### config.mk
export PLATFORM = sky130hd
export DESIGN_NAME = blk_com_fifo_rd_burst
export DESIGN_NICKNAME = d
export VERILOG_FILES = /design/src/rtl/blk_com_fifo_rd_burst.sv
export SDC_FILE = /design/constraint.sdc
export NUM_CORES = 1
export LEC_CHECK = 0
export ABC_AREA = 1
export BUFFER_PORTS_ARGS = -buffer_cell sky130_fd_sc_hd__buf_2
export CAP_MARGIN = 20
export CELL_PAD_IN_SITES_DETAIL_PLACEMENT = 0
export CELL_PAD_IN_SITES_GLOBAL_PLACEMENT = 2
export CORE_MARGIN = 3
export CORE_UTILIZATION = 33
export CTS_CLUSTER_DIAMETER = 40
export DETAILED_ROUTE_END_ITERATION = 10
export GPL_TIMING_DRIVEN = 0
export PLACE_DENSITY = 0.77
export SYNTH_ARGS = -nofsm -noshare
export SYNTH_HDL_FRONTEND = slang
export SYNTH_SLANG_ARGS = --single-unit
export TNS_END_PERCENT = 100
### constraint.sdc
create_clock -name clk -period 1.77 [get_ports clk]
set_input_delay 0.177 -clock clk [delete_from_list [all_inputs] [get_ports clk]]
set_output_delay 0.177 -clock clk [all_outputs]
set_load 0.05 [all_outputs]
### src/rtl/blk_com_fifo_rd_burst.sv
// Burst read controller behind a 256x32 synchronous FIFO: drains SOP/EOP-framed
// bursts on threshold or idle timeout, through a 2-entry skid buffer.
module blk_com_fifo_rd_burst #(
  parameter int unsigned DW       = 32,
  parameter int unsigned CW       = 8,
  parameter int unsigned BURST_TH = 16,
  parameter int unsigned TIMEOUT  = 255
) (
  input  logic          clk,
  input  logic          rst_n,
  input  logic [DW-1:0] fifo_dout,
  input  logic          fifo_empty,
  input  logic          fifo_full,
  input  logic [CW-1:0] fifo_data_count,
  output logic          fifo_rd_en,
  output logic [DW-1:0] m_data,
  output logic          m_valid,
  input  logic          m_ready,
  output logic          m_sop,
  output logic          m_eop,
  output logic          busy
);

  localparam logic [CW:0] TH  = (CW+1)'(BURST_TH);
  localparam logic [15:0] TMO = 16'(TIMEOUT);

  typedef enum logic {IDLE, BURST} state_t;

  state_t        state, state_nxt;
  logic [CW:0]   lvl, len, rem;
  logic [15:0]   idle_tmr;
  logic [1:0]    occ;
  logic          inflight, infl_sop, infl_eop, sop_pend;
  logic          pop, push;
  // Skid entries are {sop, eop, data}; ent0 is the head.
  logic [DW+1:0] ent0, ent1, ent_new;

  // A full 256-deep FIFO reports data_count == 0.
  assign lvl     = fifo_full ? {1'b1, {CW{1'b0}}} : {1'b0, fifo_data_count};
  assign pop     = (occ != 2'd0) & m_ready;
  assign push    = inflight;
  assign ent_new = {infl_sop, infl_eop, fifo_dout};

  always_comb begin
    state_nxt  = state;
    len        = TH;
    fifo_rd_en = 1'b0;
    case (state)
      IDLE: begin
        if (lvl >= TH) begin
          state_nxt = BURST;
          len       = TH;
        end else if (!fifo_empty && idle_tmr == TMO) begin
          state_nxt = BURST;
          len       = lvl;
        end
      end
      BURST: begin
        if (pop && ent0[DW]) state_nxt = IDLE;
        // Free slots counted after this cycle's pop, minus the word already in flight.
        fifo_rd_en = (rem != '0) && !fifo_empty &&
                     ((3'(occ) + 3'(inflight)) < (3'd2 + 3'(pop)));
      end
      default: state_nxt = IDLE;
    endcase
  end

  always_ff @(posedge clk or negedge rst_n) begin
    if (!rst_n) begin
      state    <= IDLE;
      idle_tmr <= '0;
      rem      <= '0;
      sop_pend <= 1'b0;
      inflight <= 1'b0;
      infl_sop <= 1'b0;
      infl_eop <= 1'b0;
    end else begin
      state <= state_nxt;
      if (state == BURST || fifo_empty) idle_tmr <= '0;
      else if (idle_tmr != TMO)        idle_tmr <= idle_tmr + 16'd1;
      if (state == IDLE && state_nxt == BURST) begin
        rem      <= len;
        sop_pend <= 1'b1;
      end else if (fifo_rd_en) begin
        rem      <= rem - (CW+1)'(1);
        sop_pend <= 1'b0;
      end
      inflight <= fifo_rd_en;
      infl_sop <= fifo_rd_en & sop_pend;
      infl_eop <= fifo_rd_en & (rem == (CW+1)'(1));
    end
  end

  always_ff @(posedge clk or negedge rst_n) begin
    if (!rst_n) begin
      occ  <= '0;
      ent0 <= '0;
      ent1 <= '0;
    end else begin
      occ <= occ + 2'(push) - 2'(pop);
      if (pop) begin
        if (occ == 2'd2) ent0 <= ent1;
        else if (push)   ent0 <= ent_new;
      end else if (occ == 2'd0 && push) begin
        ent0 <= ent_new;
      end
      if (push && ((occ == 2'd1 && !pop) || (occ == 2'd2 && pop))) ent1 <= ent_new;
    end
  end

  assign m_valid = (occ != 2'd0);
  assign m_data  = ent0[DW-1:0];
  assign m_sop   = m_valid & ent0[DW+1];
  assign m_eop   = m_valid & ent0[DW];
  assign busy    = (state == BURST);

endmodule

==> flow_summary_export.csv <==
group,metric,value,unit
run,maxCapViolations,0,
pwr,seqPwrFrac,32.2,%
pwr,total_power,11.3,mW
yosys,synth_edf_count,0,
placement,place.gp.congestion,0.747,
setup_path,slowest_delay,0.43,ns
clock_network,cts_tree,"yes",
cells_and_area,drive_above_1_share,24.9,%
pwr,p_sw_share,44.2,%
placement,port_buffers,81,
setup_path,worst-path-max-fanout,4,
yosys,synth_top_area_share,49.6,%
clock_network,cts_buffer_depth,2,
floorplan,die_y,130,µm
floorplan,num_rows,44,
timing,fin_worst_skew,0.00640,ns
yosys,ys_seq_elements,100,
grt,grt_pass1_vias,4279,
yosys,ys.flop_type,"dfrtp_1",
clock_network,h-tree-depth,3,
pwr,power_leakage,3.18,nW
clock_network,clk_latency,0.35,ns
timing,rsz0062_at_grt,"true",
routing,drt_iter0_drc,271,
floorplan,initial_core_util,34.2,%
pwr,power.density,1810,nW/µm²
pwr,intPower,6.28,mW
pwr,power_frac_comb,49.7,%
pwr,peakVddDrop,0.000631,V
yosys,synth_cells,633,
routing,first_pass_iters,4,
yosys,synth_top_area_cell,"dfrtp_1",
clock_network,cts_root_buf,"clkbuf_16",
yosys,ys_top_cells_by_area,"dfrtp_1 50%, nand2_1 9.4%, o21ai_0 7.6%",
timing,maxSlewHeadroom,55.8,%
cells_and_area,final_util,42.3,%
floorplan,dieArea,16800,µm²
setup_path,required,1.59,ns
setup_path,path_cells,"ha_2, ha_4, o21ai_1, nand3_2, inv_4, buf_8",
yosys,post-synth-top-count-cell,"nand2_1",
yosys,yosys_warnings,0,
grt,grt_pass1_wl,20900,µm
timing,finalHoldViolations,0,
floorplan,coreArea,14800,µm²
setup_path,critical-path-top-delay-family,"flip-flops",
setup_path,start_kind,"flip-flop",
yosys,synth_nets,686,
floorplan,io_pins,82,
timing,setup_violations,1,
grt,grt_max_degree,54,
yosys,synth_area,5050,µm²
clock_network,clk_pin_slew_worst_paths,0.07,ns
cells_and_area,final_nets,792,
setup_path,crit_path_end_kind,"output port",
floorplan,die_w,130,µm
routing,routed-wl-met2,5950,µm
setup_path,worstSetupPathType,"flip-flop to output port",
grt,grt-ovfl-total,0,
yosys,synth_cell_types,30,
setup_path,regToRegSetupSlack,0.02,ns
timing,tns,-0.0360,ns
routing,wl_per_cell,13.6,µm
cells_and_area,design_area,6240,µm²
yosys,avgSynthCellArea,7.97,µm²
yosys,ys_async_sr_fraction,100,%
placement,place_area,5710,µm²
yosys,netlist_top_cells_count,"127 x nand2_1, 100 x dfrtp_1, 79 x nor2_1",
routing,avgViaCountPerCell,4.60,
cells_and_area,synthToLayoutAreaGrowth,23.6,%
routing,drc,0,
timing,tightestPinTransition,0.662,ns
clock_network,numCtsBuffers,9,
cells_and_area,diodes,0,
cells_and_area,fillers,1555,
routing,m1WireLength,5860,µm
routing,highest_layer,"met4",
run_status,violations,"negative setup slack",
setup_path,arrival,1.63,ns
grt,track_usage,15.7,%
timing,min_period_over_period,102,%
pwr,clock_power_share,18.1,%
timing,report.final.slew_viol_count,0,
grt,antenna_found_initial,0,
timing,fmax,0.554,GHz
cells_and_area,multi_input_area,1950,µm²
placement,dp_hpwl,8810,µm
routing,vias,4267,
min_path,hp-class,"input port to flip-flop",
timing,worst_slack,-0.0360,ns
routing,detail-route-antenna-nets,0,
setup_path,crit_slowest_cell,"dfrtp_1",
timing,min_period,1.81,ns
yosys,ys_seq_area_share,49.6,%
cells_and_area,register_area,2500,µm²
pwr,p_switching,4.98,mW
setup_path,worst-path-buf-inv,2,
clock_network,cts_sinks,100,
routing,wirelength,12600,µm
run_status,status,"finished with violations",
routing,dr_wl_met3,617,µm
==> kinds of logic (layout without fill, tap and decap cells) <==
| kind of cell | count (synthesis) | in the layout | share of synthesized area (%) |
|---|---|---|---|
| AND/OR/NAND/NOR | 256 | 256 | 21.3 |
| buffers and inverters | 135 | 246 | 13.1 |
| AO/OA/AOI/OAI | 126 | 126 | 12.7 |
| flip-flops | 100 | 100 | 49.6 |
| adder cells (fa/ha/maj) | 8 | 8 | 1.98 |
| XOR/XNOR | 8 | 8 | 1.39 |
==> cells in the final DEF, fill, tap and decap left out, drive strengths merged, types with 2 or more instances in the layout <==
cell / netlist / routed
a21oi: 41 / 41
a31oi: 2 / 2
buf: 45 / 139
clkbuf: 9 / 20
clkinv: 1 / 2
clkinvlp: 0 / 2
dfrtp: 100 / 100
ha: 8 / 8
inv: 80 / 81
nand2: 132 / 132
nand3: 27 / 27
nand3b: 3 / 3
nand4: 6 / 6
nor2: 80 / 80
nor3: 5 / 5
nor3b: 2 / 2
o21ai: 82 / 82
xor2: 7 / 7
==> per-layer routing <==
metal / up-vias / GRT usage, %
li1: 2179 / -
met1: 1988 / 21.0
met2: 88 / 25.6
met3: 12 / 4.04
met4: 0 / 4.03
met5: - / 0
==> sequential cells by signal (all words and copies together) (netlist names) <==
signal    cells
busy          1
ent0         34
ent1         34
idle_tmr     16
infl_eop      1
infl_sop      1
inflight      1
occ           2
rem           9
sop_pend      1
==> path summary, 6_finish.rpt <==
path                                         start                    to  depth (start not counted)
worst max register to register    occ[0]$_DFF_PN0_  ent0[26]$_DFFE_PN0P_                         10
min in group asynchronous                    rst_n  ent0[14]$_DFFE_PN0P_                          2
worst min register to register  rem[1]$_DFFE_PN0P_    rem[1]$_DFFE_PN0P_                          2
worst max-delay path              occ[0]$_DFF_PN0_            fifo_rd_en                          6
worst min-delay path                  fifo_dout[2]   ent1[2]$_DFFE_PN0P_                          3
max in group asynchronous                    rst_n    rem[6]$_DFFE_PN0P_                          3
==> area by class of cell <==
type | count | share of cell area (%)
repair buffers | 95 | 8.87
well taps | 184 | 3.69
multi-input cells | 398 | 31.2
clock buffers | 11 | 3.89
clock inverters | 5 | 0.943
inverters | 81 | 4.97
flip-flops and latches | 100 | 40.1
plain buffers | 54 | 6.30
==> per-stage QoR <==
step / setup WS (ns) / hold slack, ns / cells
6_report: -0.0360 / 0.0967 / 928
5_1_grt: -0.125 / 0.0984 / 928
4_1_cts: -0.103 / 0.0847 / 922
3_5_place_dp: -0.154 / 0.255 / 899
3_3_place_gp: -0.697 / 0.459 / 898
2_1_floorplan: 0.00139 / -0.119 / 633
==> power groups by stage <==
| stage | clock network [mW] | registers (mW) | logic (mW) |
|---|---|---|---|
| after CTS | 2.12 | 3.63 | 5.55 |
| after global placement | 0 | 3.65 | 5.21 |
| final | 2.04 | 3.63 | 5.60 |
| after detailed placement | 0 | 3.68 | 5.27 |
| after global routing | 2.20 | 3.75 | 6.22 |
| after floorplan | 0 | 3.59 | 4.13 |
==> tightest hold or removal path: stages <==
cell	delay, ns
buf_2	0.10
inv_1	0.06
o21ai_1	0.07
==> repair_timing <==
| action | in CTS | in global routing |
|---|---|---|
| resized for setup | 23 | 16 |
| pin swaps | 4 | 5 |
| setup buffers | 5 | 5 |
| gates cloned | 1 | 1 |
| setup endpoints to repair | 43 | 75 |
| hold endpoints to repair | 47 | 0 |
| hold buffers | 1 | 0 |
Note: power is estimated with default switching activity, not from simulation.
